## src/rtl/tap_pkg.sv

```systemverilog
// Shared types and constants for the tap debounce counter.
package tap_pkg;

  typedef enum logic [1:0] {
    ST_IDLE,
    ST_PRESS_WAIT,
    ST_PRESSED,
    ST_RELEASE_WAIT
  } tap_state_e;

  localparam int MAX_COUNT = 99;
  localparam int TIMES_W   = 7;
  localparam int BCD_W     = 4;

  function automatic logic [BCD_W-1:0] bcd_inc(input logic [BCD_W-1:0] d);
    return (d == BCD_W'(9)) ? '0 : d + BCD_W'(1);
  endfunction

endpackage

```

## src/rtl/tap_debounce.sv

```systemverilog
// Synchronises the raw button and debounces it; press_stb pulses one cycle on each accepted press,
// DEBOUNCE_CYCLES+2 edges after tap first goes active. Free-running, no backpressure.
module tap_debounce
  import tap_pkg::*;
#(
  parameter int DEBOUNCE_CYCLES = 240000,
  parameter bit TAP_ACTIVE_LOW  = 1'b1
) (
  input  logic clk,
  input  logic rst,
  input  logic tap,
  output logic press_stb
);

  localparam int CNT_W = $clog2(DEBOUNCE_CYCLES + 1);

  logic [1:0]       sync_q, sync_d;
  tap_state_e       state_q, state_d;
  logic [CNT_W-1:0] cnt_q, cnt_d;
  logic             press_q, press_d;
  logic             tap_act;
  logic             stable_done;

  assign sync_d  = {sync_q[0], tap};
  assign tap_act = sync_q[1] ^ TAP_ACTIVE_LOW;

  // The entry edge is the first stable sample, so the counter runs to DEBOUNCE_CYCLES-2.
  assign stable_done = (int'(cnt_q) + 2) >= DEBOUNCE_CYCLES;

  always_comb begin
    state_d = state_q;
    cnt_d   = cnt_q;
    press_d = 1'b0;
    case (state_q)
      ST_IDLE: begin
        if (tap_act) begin
          state_d = ST_PRESS_WAIT;
          cnt_d   = '0;
        end
      end
      ST_PRESS_WAIT: begin
        if (!tap_act) begin
          state_d = ST_IDLE;
          cnt_d   = '0;
        end else if (stable_done) begin
          state_d = ST_PRESSED;
          cnt_d   = '0;
          press_d = 1'b1;
        end else begin
          cnt_d = cnt_q + CNT_W'(1);
        end
      end
      ST_PRESSED: begin
        if (!tap_act) begin
          state_d = ST_RELEASE_WAIT;
          cnt_d   = '0;
        end
      end
      ST_RELEASE_WAIT: begin
        if (tap_act) begin
          state_d = ST_PRESSED;
          cnt_d   = '0;
        end else if (stable_done) begin
          state_d = ST_IDLE;
          cnt_d   = '0;
        end else begin
          cnt_d = cnt_q + CNT_W'(1);
        end
      end
      default: begin
        state_d = ST_IDLE;
        cnt_d   = '0;
      end
    endcase
  end

  always_ff @(posedge clk or negedge rst) begin
    if (!rst) begin
      sync_q  <= {2{TAP_ACTIVE_LOW}};
      state_q <= ST_IDLE;
      cnt_q   <= '0;
      press_q <= 1'b0;
    end else begin
      sync_q  <= sync_d;
      state_q <= state_d;
      cnt_q   <= cnt_d;
      press_q <= press_d;
    end
  end

  assign press_stb = press_q;

endmodule

```

## src/rtl/tap_debounce_counter.sv

```systemverilog
// Counts debounced presses 0..99 with press/wrap strobes, DEBOUNCE_CYCLES+3 edges after tap goes active.
// Free-running, no backpressure. Define TAP_BCD_OUT_EN to add incrementally kept tens/ones digits.
module tap_debounce_counter
  import tap_pkg::*;
#(
  parameter int DEBOUNCE_CYCLES = 240000,
  parameter bit TAP_ACTIVE_LOW  = 1'b1
) (
  input  logic               clk,
  input  logic               rst,
  input  logic               tap,
  output logic [TIMES_W-1:0] times,
  output logic               press_pulse,
  output logic               wrap_pulse
`ifdef TAP_BCD_OUT_EN
  ,
  output logic [BCD_W-1:0]   tens,
  output logic [BCD_W-1:0]   ones
`endif
);

  logic               press_stb;
  logic               at_max;
  logic [TIMES_W-1:0] times_q, times_d;
  logic               press_pulse_q, press_pulse_d;
  logic               wrap_pulse_q, wrap_pulse_d;

  tap_debounce #(
    .DEBOUNCE_CYCLES(DEBOUNCE_CYCLES),
    .TAP_ACTIVE_LOW (TAP_ACTIVE_LOW)
  ) u_debounce (
    .clk      (clk),
    .rst      (rst),
    .tap      (tap),
    .press_stb(press_stb)
  );

  assign at_max = (times_q == TIMES_W'(MAX_COUNT));

  always_comb begin
    times_d       = times_q;
    press_pulse_d = press_stb;
    wrap_pulse_d  = press_stb & at_max;
    if (press_stb) begin
      times_d = at_max ? '0 : times_q + TIMES_W'(1);
    end
  end

  always_ff @(posedge clk or negedge rst) begin
    if (!rst) begin
      times_q       <= '0;
      press_pulse_q <= 1'b0;
      wrap_pulse_q  <= 1'b0;
    end else begin
      times_q       <= times_d;
      press_pulse_q <= press_pulse_d;
      wrap_pulse_q  <= wrap_pulse_d;
    end
  end

  assign times       = times_q;
  assign press_pulse = press_pulse_q;
  assign wrap_pulse  = wrap_pulse_q;

`ifdef TAP_BCD_OUT_EN
  logic [BCD_W-1:0] tens_q, tens_d;
  logic [BCD_W-1:0] ones_q, ones_d;

  // Digits track times in lockstep; 9/9 rolls both digits to 0/0 naturally.
  always_comb begin
    tens_d = tens_q;
    ones_d = ones_q;
    if (press_stb) begin
      ones_d = bcd_inc(ones_q);
      if (ones_q == BCD_W'(9)) begin
        tens_d = bcd_inc(tens_q);
      end
    end
  end

  always_ff @(posedge clk or negedge rst) begin
    if (!rst) begin
      tens_q <= '0;
      ones_q <= '0;
    end else begin
      tens_q <= tens_d;
      ones_q <= ones_d;
    end
  end

  assign tens = tens_q;
  assign ones = ones_q;
`endif

endmodule

```

## config.mk

```make
export PLATFORM = sky130hd
export DESIGN_NAME = tap_debounce_counter
export DESIGN_NICKNAME = d
export VERILOG_FILES = /design/src/rtl/tap_pkg.sv /design/src/rtl/tap_debounce.sv /design/src/rtl/tap_debounce_counter.sv
export SDC_FILE = /design/constraint.sdc
export NUM_CORES = 1
export LEC_CHECK = 0
export BUFFER_PORTS_ARGS = -buffer_cell sky130_fd_sc_hd__buf_2
export CAP_MARGIN = 40
export CORE_ASPECT_RATIO = 0.7
export CORE_MARGIN = 10
export CORE_UTILIZATION = 56
export CTS_BUF_LIST = sky130_fd_sc_hd__clkbuf_4 sky130_fd_sc_hd__clkbuf_8 sky130_fd_sc_hd__clkbuf_16
export DETAILED_ROUTE_END_ITERATION = 10
export PLACE_DENSITY = 0.74
export SYNTH_ARGS = -nofsm -noshare
export SYNTH_HDL_FRONTEND = slang
export SYNTH_SLANG_ARGS = --single-unit
```

## constraint.sdc

```tcl
create_clock -name clk -period 2.67 [get_ports clk]
set_input_delay 0.1335 -clock clk [delete_from_list [all_inputs] [get_ports clk]]
set_output_delay 0.1335 -clock clk [all_outputs]
set_load 0.01 [all_outputs]
```

==> impl_metrics.toml <==
[status]
status = "finished, final reports clean"

[critical_path]
critPathCapture = "u_debounce.cnt_q[5]$_DFFE_PN0P_"
endpoint_kind = "flip-flop"
worstPathMaxFanout = 10
ff2ff_path_depth = 8
crit_type = "flip-flop to flip-flop"
r2r-end = "u_debounce.cnt_q[5]$_DFFE_PN0P_"
required_ns = 2.84
crit_start = "u_debounce.cnt_q[10]$_DFFE_PN0P_"
r2r_start = "u_debounce.cnt_q[10]$_DFFE_PN0P_"
cp.arrival_ns = 2.67
crit_path_start_kind = "flip-flop"
r2r_setup_slack_ns = 0.18

[clock_tree]
cts_tree = "yes"
cts_inserted_buffers = 5
clock-sinks = 32
htree_levels = 2
clock_tree.buffer_depth = 2
clkLatencyLatePin_ns = 0.28
cts.clk_slew.worst_paths_ns = 0.06
root_buffer = "clkbuf_8"

[synthesis]
ys_seq_area_share_pct = 40.0
yosysWarnings = 0
synth_area_leaders = "dfrtp_1 (37%), nand2_1 (4.9%), a21o_1 (3.7%), o21ai_0 (3.2%), a211oi_1 (3.0%)"
yosysMostFrequentCell = "dfrtp_1"
synth_top_cell_by_area = "dfrtp_1"
netlist_instances = 220
synth_fa_ha_area_share_pct = 2.49
synthArstFlopShare_pct = 100
avgSynthCellArea_sq_um = 9.13
synth_top_family_by_area = "simple AND/OR/NAND/NOR gates"
synth_xor_area_share_pct = 2.62
ys.flop_type = "dfrtp_1"
synthMuxAreaShare_pct = 1.06
synth_top_area_share_pct = 37.4
ys_seq_elements = 32
yosys.area_share.simple_pct = 26.7
netlist_top_cells_count = "dfrtp_1 (30), nand2_1 (26), o21ai_0 (13)"
syn_nets = 227
synth_edf_count = 0
netlist_area_sq_um = 2010
synth_compound_area_share_pct = 22.3
ys_types = 56

[cells_and_area]
nets = 238
fill_cells = 280
finalNonFillerCells = 282
fin_area_sq_um = 2230
fin_util_pct = 63.9
drive_above_1_share_pct = 16.8
antenna_cells = 0
area_growth_pct = 11.0

[timing]
worstMarginPinSlew_ns = 0.898
finalWorstSetupSlack_ns = 0.176
slew_headroom_pct = 39.9
tns_ns = 0
finalCritPeriodShare_pct = 93.4
hold_ws_ns = 0.364
layout_min_cycle_time_ns = 2.49
fmax_mhz = 401
clock_skew_ns = 0.00700
slew_violations = 0
finalSetupViolCount = 0
finalHoldViolations = 0

[power]
leakagePower_nw = 0.978
swShare_pct = 21.2
power_switching_mw = 0.212
irDropWorstVdd_uv = 366
power_density_nw_per_um2 = 449
power.total_mw = 1.00
pwr-share-comb_pct = 4.1
pwr-share-clk_pct = 46.1
seqPwrFrac_pct = 49.8
p_int_mw = 0.789

[placed_design]
place.gp.congestion = 0.951
place_area_sq_um = 2090
dpl.hpwl_mm = 3.33
numPortBuffers = 11
dp.cells = 272
dp_slack_ns = 0.137

[route]
drcViolationCount = 0
vias = 1751
wl_per_cell_um = 16.8
viasPerCell = 6.21
wirelength_mm = 4.73
antenna_left = 0
drtIter0Drc = 139
dr.pass1.iters = 5

[die]
dieArea_sq_um = 6420
start_util_pct = 57.6
fp.dieW_um = 91.6
core_sq_um = 3490
num_io_pins = 12
fp-row-count = 18
die_h_um = 70.1

[global_routing]
antenna_found_initial = 0
grt_start_max_net_pins = 33
busiest_layer = "met2"
gr-usage-met2_pct = 23.0
grt_pass1_vias = 1688
use_met1_pct = 19.4
grt_pass1_wl_mm = 7.98
grtUsageMet3_pct = 4.38
overflow = 0
track_usage_pct = 14.9

[hold_path]
hold_path_class = "flip-flop to flip-flop"
min_path_cells = 0

[flow_run]
maxCapViolCount = 0
cells in the final DEF, fill, tap and decap left out, types with 5 or more instances in the layout:
cell type,synthesis,layout
clkbuf_8,0,5
nand3_1,10,10
or3_1,7,7
dfrtp_1,30,30
o31ai_1,5,5
xnor2_1,5,5
inv_1,6,6
nor2_1,11,11
a211oi_1,8,8
a21o_1,10,10
buf_2,6,11
nand4_1,5,5
nor4_1,5,5
nand2_1,26,26
o21ai_0,13,13
buf_4,0,5
final cells by class:
| cell class | count | area, sq um | share of cell area [%] |
|---|---|---|---|
| Multi-Input combinational cell | 168 | 1120 | 50.1 |
| Sequential cell | 32 | 803 | 36.0 |
| Timing Repair Buffer | 18 | 113 | 5.05 |
| Clock buffer | 6 | 76.3 | 3.42 |
| Tap cell | 50 | 62.6 | 2.81 |
| Clock inverter | 2 | 35.0 | 1.57 |
| Inverter | 6 | 22.5 | 1.01 |
metal layers:
metal | vias up | wire [um] | part of all wire, %
met1 | 840 | 2090 | 44
met2 | 64 | 2210 | 47
met3 | 7 | 367 | 7.8
met4 | 0 | 53 | 1.1
met5 | - | 0 | 0
li1 | 840 | - | -
worst max-delay path, stage by stage (launching register included):
cell       delay [ns]
dfrtp_1          0.51
nand4_1          0.26
nor3_1           0.47
a21o_1           0.19
a21oi_2          0.06
a2bb2oi_2        0.14
buf_4            0.19
or2_1            0.29
o31ai_1          0.28
how the worst min path moves through the flow:
stage                                              start                             end  slack [ns]
after global routing      u_debounce.sync_q[0]$_DFF_PN1_  u_debounce.sync_q[1]$_DFF_PN1_        0.37
after global placement                               rst            times[6]$_DFFE_PN0P_        0.22
after floorplan                                      rst                       async pin       -0.16
after CTS                 u_debounce.sync_q[0]$_DFF_PN1_  u_debounce.sync_q[1]$_DFF_PN1_        0.37
final                     u_debounce.sync_q[0]$_DFF_PN1_  u_debounce.sync_q[1]$_DFF_PN1_        0.36
after detailed placement                             rst            wrap_pulse$_DFF_PN0_        0.23
power groups by stage:
| stage | logic [mW] | clock network (mW) | registers [mW] |
|---|---|---|---|
| 6_report | 0.0412 | 0.462 | 0.498 |
| 5_1_grt | 0.0469 | 0.501 | 0.499 |
| 4_1_cts | 0.0413 | 0.469 | 0.498 |
| 3_5_place_dp | 0.0387 | 0 | 0.507 |
| 3_3_place_gp | 0.0374 | 0 | 0.507 |
| 2_1_floorplan | 0.0215 | 0 | 0.504 |
flip-flops by register name, indices dropped and copies added (netlist names), named ones only:
name	flops
times	7
u_debounce.press_stb	1
wrap_pulse	1
press_pulse	1
u_debounce.cnt_q	18
u_debounce.sync_q	2
u_debounce.state_q	1
kinds of logic after synthesis:
kind of cell               count (synthesis)
DFF                                       32
AOI/OAI and AO/OA                         61
adders and majority gates                  4
muxes                                      2
buffers and inverters                     20
xor gates and xnor gates                   6
and+or+nand+nor                           95
timing repair:
action,CTS,global route
resized for setup,0,1
endpoints found under the hold margin,31,0
hold buffers,2,0
buffers inserted,0,0
endpoints found under the setup margin,0,15
No activity file was read; power rests on OpenSTA's default activity.
